===== src/rtl/mem_arb_pkg.sv =====
// mem_arb_pkg: shared state/owner encodings and constants for the memory port arbiter
package mem_arb_pkg;
  typedef enum logic [1:0] {IDLE, REQ, WAIT, RESP} state_t;
  typedef enum logic {OWN_IF, OWN_D} owner_t;
  localparam logic [3:0] FETCH_MASK = 4'hF;
endpackage


===== src/rtl/mem_port_arbiter.sv =====
// mem_port_arbiter: shares one single-port memory between fetch and load/store, one transaction at a time
module mem_port_arbiter
  import mem_arb_pkg::*;
#(
  parameter int AW = 32,
  parameter int DW = 32,
  parameter int STARVE_MAX = 4
) (
  input  logic          clk,
  input  logic          rst,
  input  logic          flush,
  input  logic          if_req,
  input  logic [AW-1:0] if_addr,
  output logic [DW-1:0] if_rdata,
  output logic          if_valid,
  input  logic          d_req,
  input  logic          d_wr,
  input  logic [3:0]    d_mask,
  input  logic [AW-1:0] d_addr,
  input  logic [DW-1:0] d_wdata,
  output logic [DW-1:0] d_rdata,
  output logic          d_valid,
  output logic          mem_req,
  output logic          mem_wr,
  output logic [3:0]    mem_mask,
  output logic [AW-1:0] mem_addr,
  output logic [DW-1:0] mem_wdata,
  input  logic          mem_gnt,
  input  logic          mem_rvalid,
  input  logic [DW-1:0] mem_rdata,
  output logic          stall_f,
  output logic          stall_mw
);
  state_t state, state_nx;
  owner_t owner;
  logic [3:0] starve_cnt;
  logic drop;
  logic if_ok, grant, pick_if, contested, kill, done, if_keep;
  assign if_ok     = if_req & ~flush;
  assign grant     = (state == IDLE) & (d_req | if_ok);
  assign pick_if   = if_ok & (~d_req | (starve_cnt >= 4'(STARVE_MAX)));
  assign contested = d_req & if_ok;
  assign kill      = flush & (owner == OWN_IF) & ((state == REQ) | (state == WAIT));
  assign done      = (state == WAIT) & mem_rvalid;
  // a flush coinciding with the response kills it just like an earlier one
  assign if_keep   = done & (owner == OWN_IF) & ~drop & ~flush;
  assign stall_f   = if_req & ~if_valid;
  assign stall_mw  = d_req & ~d_valid;

  always_ff @(posedge clk or negedge rst)
    if (!rst) state <= IDLE;
    else state <= state_nx;

  always_comb begin
    state_nx = state;
    case (state)
      IDLE: state_nx = grant ? REQ : IDLE;
      REQ:  state_nx = mem_gnt ? WAIT : REQ;
      WAIT: state_nx = mem_rvalid ? RESP : WAIT;
      RESP: state_nx = IDLE;
      default: state_nx = IDLE;
    endcase
  end

  always_ff @(posedge clk or negedge rst)
    if (!rst) begin
      owner      <= OWN_IF;
      starve_cnt <= '0;
      drop       <= 1'b0;
      mem_req    <= 1'b0;
      mem_wr     <= 1'b0;
      mem_mask   <= '0;
      mem_addr   <= '0;
      mem_wdata  <= '0;
      if_valid   <= 1'b0;
      d_valid    <= 1'b0;
      if_rdata   <= '0;
      d_rdata    <= '0;
    end else begin
      mem_req  <= state_nx == REQ;
      if_valid <= if_keep;
      d_valid  <= done & (owner == OWN_D);
      drop     <= (state_nx == IDLE) ? 1'b0 : drop | kill;
      if (if_keep) if_rdata <= mem_rdata;
      if (done & (owner == OWN_D)) d_rdata <= mem_rdata;
      if (grant) begin
        owner      <= pick_if ? OWN_IF : OWN_D;
        mem_wr     <= ~pick_if & d_wr;
        mem_mask   <= pick_if ? FETCH_MASK : d_mask;
        mem_addr   <= pick_if ? if_addr : d_addr;
        mem_wdata  <= pick_if ? '0 : d_wdata;
        starve_cnt <= pick_if ? 4'd0 : contested ? starve_cnt + 4'd1 : starve_cnt;
      end
    end
endmodule


===== config.mk =====
export PLATFORM = sky130hd
export DESIGN_NAME = mem_port_arbiter
export DESIGN_NICKNAME = d
export VERILOG_FILES = /design/src/rtl/mem_arb_pkg.sv /design/src/rtl/mem_port_arbiter.sv
export SDC_FILE = /design/constraint.sdc
export NUM_CORES = 1
export LEC_CHECK = 0
export CELL_PAD_IN_SITES_DETAIL_PLACEMENT = 0
export CELL_PAD_IN_SITES_GLOBAL_PLACEMENT = 1
export CORE_ASPECT_RATIO = 0.75
export CORE_MARGIN = 10
export CORE_UTILIZATION = 33
export DETAILED_ROUTE_END_ITERATION = 12
export GPL_ROUTABILITY_DRIVEN = 1
export MAX_ROUTING_LAYER = met4
export PLACE_DENSITY_LB_ADDON = 0.05
export SLEW_MARGIN = 15
export SYNTH_ARGS = -nofsm -noshare
export SYNTH_HDL_FRONTEND = slang
export SYNTH_SLANG_ARGS = --single-unit

===== constraint.sdc =====
create_clock -name clk -period 2.16 [get_ports clk]
set_clock_uncertainty 0.1 [all_clocks]
set_input_delay 0.432 -clock clk [delete_from_list [all_inputs] [get_ports clk]]
set_output_delay 0.432 -clock clk [all_outputs]
set_load 0.02 [all_outputs]

==> flow_summary.json, run 1 <==
{
  "status": "finished, final reports clean",
  "crit_path_end_kind": "output port",
  "hold_path_class": "in2async",
  "placementRows": 43,
  "final_core_util": 0.5420,
  "clock_latency_ns": 0.41,
  "wirelength_um": 22020,
  "grt_pass1_vias": 5623,
  "synth-main-ff-cell": "dfrtp_1",
  "cpPeakStageDelay_ns": 0.52,
  "wl_per_cell_um": 22.11,
  "slew_viol_final": 0,
  "clock_path_buffers": 2,
  "critPathMaxFanout": 3,
  "rsz0062_at_grt": "false",
  "placed_area_um2": 9532,
  "vias": 5057,
  "die-area_um2": 25350,
  "synth.largest_area_cell": "dfrtp_1",
  "yosys_warnings": 0,
  "crit_family": "buffers and inverters",
  "synth_edf_count": 0,
  "yosysTopAreaCellShare": 0.5648,
  "relSlewSlack": 0.6203,
  "crit_type": "in2out",
  "design_area_um2": 10150,
  "setup_violations": 0,
  "htreeDepth": 4,
  "portBuffers": 277,
  "ys_seq_area_frac": 0.5648,
  "clockRootBuffer": "clkbuf_16",
  "die_h_um": 140.4,
  "drive_gt1_frac": 0.2152,
  "finalHoldViolations": 0,
  "place.gp.congestion": 0.7927,
  "clock-sinks": 144,
  "start_util": 0.3408,
  "dr.first_iter.drc_count": 285,
  "total_leakage_power_nw": 4.352,
  "routed_via_density": 5.077,
  "cts_setup_buffers": 0,
  "grt_first_pass_wirelength_um": 34490,
  "cp_cell_sequence": "clkdlybuf4s50_1 -> inv_2 -> nor2_1 -> dlygate4sd2_1",
  "path_buf_inv": 3,
  "layout.nets": 880,
  "crit_slowest_cell": "clkdlybuf4s50_1",
  "drc_errors": 0,
  "core_area_um2": 18720,
  "die_width_um": 180.6,
  "synth_seq_cells": 144,
  "cap_violations": 0,
  "critPathLaunchType": "input port",
  "clkSlewWorstSetupHoldPaths_ns": 0.06,
  "critPathRequiredTime_ns": 1.63,
  "final_cell_mix": "clkdlybuf4s50_1, dfrtp_1, mux2_2",
  "synth_nets": 599,
  "avgSynthCellArea_um2": 14.02,
  "cp.arrival_ns": 1.49,
  "antenna_found_initial": 1,
  "syn_area_um2": 6380,
  "mostFrequentLayoutCell": "clkdlybuf4s50_1",
  "postSynthCellCount": 455,
  "area_growth_pct": 59.05,
  "tns_ns": 0,
  "grtUsageTotal": 0.1771,
  "synth_area_leaders": "dfrtp_1, mux2_2, a221oi_2",
  "synthArstFlopShare": 1.000,
  "fmax_mhz": 493.8,
  "grt_max_degree": 49,
  "io_pins": 278,
  "crit_start": "d_req",
  "ir_drop_mv": 0.7125,
  "dpl.cell_count": 963,
  "instances_no_fill": 996,
  "post-dp-hpwl_um": 16390,
  "worst_pin_slew_ns": 0.5695,
  "power_density_nw_per_um2": 1435,
  "final_antenna_net_count": 0,
  "gr-total-overflow": 0,
  "reg2reg_from": "state[0]",
  "min_period_ns": 2.025,
  "cts_tree": "built",
  "numCtsBuffers": 17,
  "post-route-period-util": 0.9375,
  "firstDrtPassIters": 4,
  "yosysUniqueCellTypes": 36
}
-- cells in the mapped netlist, types with 7 or more instances --
library cell    n
dfrtp_1       144
mux2_2         64
a22o_1         35
o21ai_0        33
a2bb2oi_1      32
and3b_1        32
a221oi_2       30
buf_2          15
clkbuf_1       14
buf_6           7
-- power by group --
group / switching (W) / internal, W / total, W
logic: 0.00338 / 0.00354 / 0.00692
clock network: 0.00121 / 0.00184 / 0.00305
registers: 0.000685 / 0.00391 / 0.00459
-- per-stage QoR --
stage / total power [W] / hold WS, ns / setup slack (ns)
floorplan: 0.008096 / 0.03641 / 0.4176
global placement: 0.01147 / 0.2583 / -0.2963
detailed placement: 0.01162 / 0.2639 / -0.3008
CTS: 0.01476 / 0.3823 / 0.1208
global route: 0.01535 / 0.4014 / 0.02040
finish: 0.01456 / 0.3988 / 0.1350
-- registers in the layout, summed over array words and instances (netlist names) --
register,flops
drop,1
starve_cnt,4
d_valid,1
mem_mask,4
d_rdata,32
owner,1
mem_req,1
mem_addr,32
mem_wdata,32
if_valid,1
if_rdata,32
mem_wr,1
state,2
-- worst reg2reg max path: cells and delay by family, from the launching register on --
| kind | cells | cell delay (ns) |
|---|---|---|
| flops | 1 | 0.42 |
| buf+inv | 3 | 0.48 |
| fa+ha+maj | 1 | 0.28 |
| compound gates | 2 | 0.50 |
-- path summary, 6_finish.rpt --
check	to	slack (ns)	cells after the start
worst max register to register	mem_wdata[31]	0.28	6
max in group asynchronous	mem_addr[25]	0.94	3
min in group clk	mem_wdata[16]	0.40	1
worst min register to register	mem_wdata[16]	0.40	1
worst min-delay path	d_rdata[19]	0.40	2
worst max-delay path	stall_mw	0.14	4
-- routing by layer --
metal,track usage,vias to the layer above,routed length (µm)
met5,-,-,0
met4,0.04565,0,228
met3,0.06229,19,1550
met2,0.2727,192,10490
li1,-,2309,-
met1,0.2177,2537,9751
-- cell type report --
type / count / area [µm²]
clock inverters: 13 / 177.7
well taps: 247 / 309.0
clock buffers: 18 / 429.2
diodes: 1 / 2.502
fillers: 1620 / 8576
multi-input cells: 262 / 2520
inverters: 6 / 22.52
repair buffers: 305 / 3083
flip-flops and latches: 144 / 3603
-- what timing repair did --
action | CTS | global route
setup endpoints to repair | 2 | 0
hold buffers | 1 | 0
hold endpoints to repair | 35 | 0
resized for setup | 3 | 0
-- cells by family after synthesis --
kind of cell | Yosys count | synth area share
AOI/OAI and AO/OA | 144 | 0.2087
DFF | 144 | 0.5648
muxes | 65 | 0.1147
buffers and inverters | 49 | 0.04177
and+or+nand+nor | 49 | 0.06217
adders and majority gates | 4 | 0.007845
(Power assumes the default switching activity.)
==> inputs of run 2 (changes only) <==
- CAP_MARGIN: unset -> 20
==> results of run 2 <==
The final DEF is identical to that of run 1; final timing and power are the same.
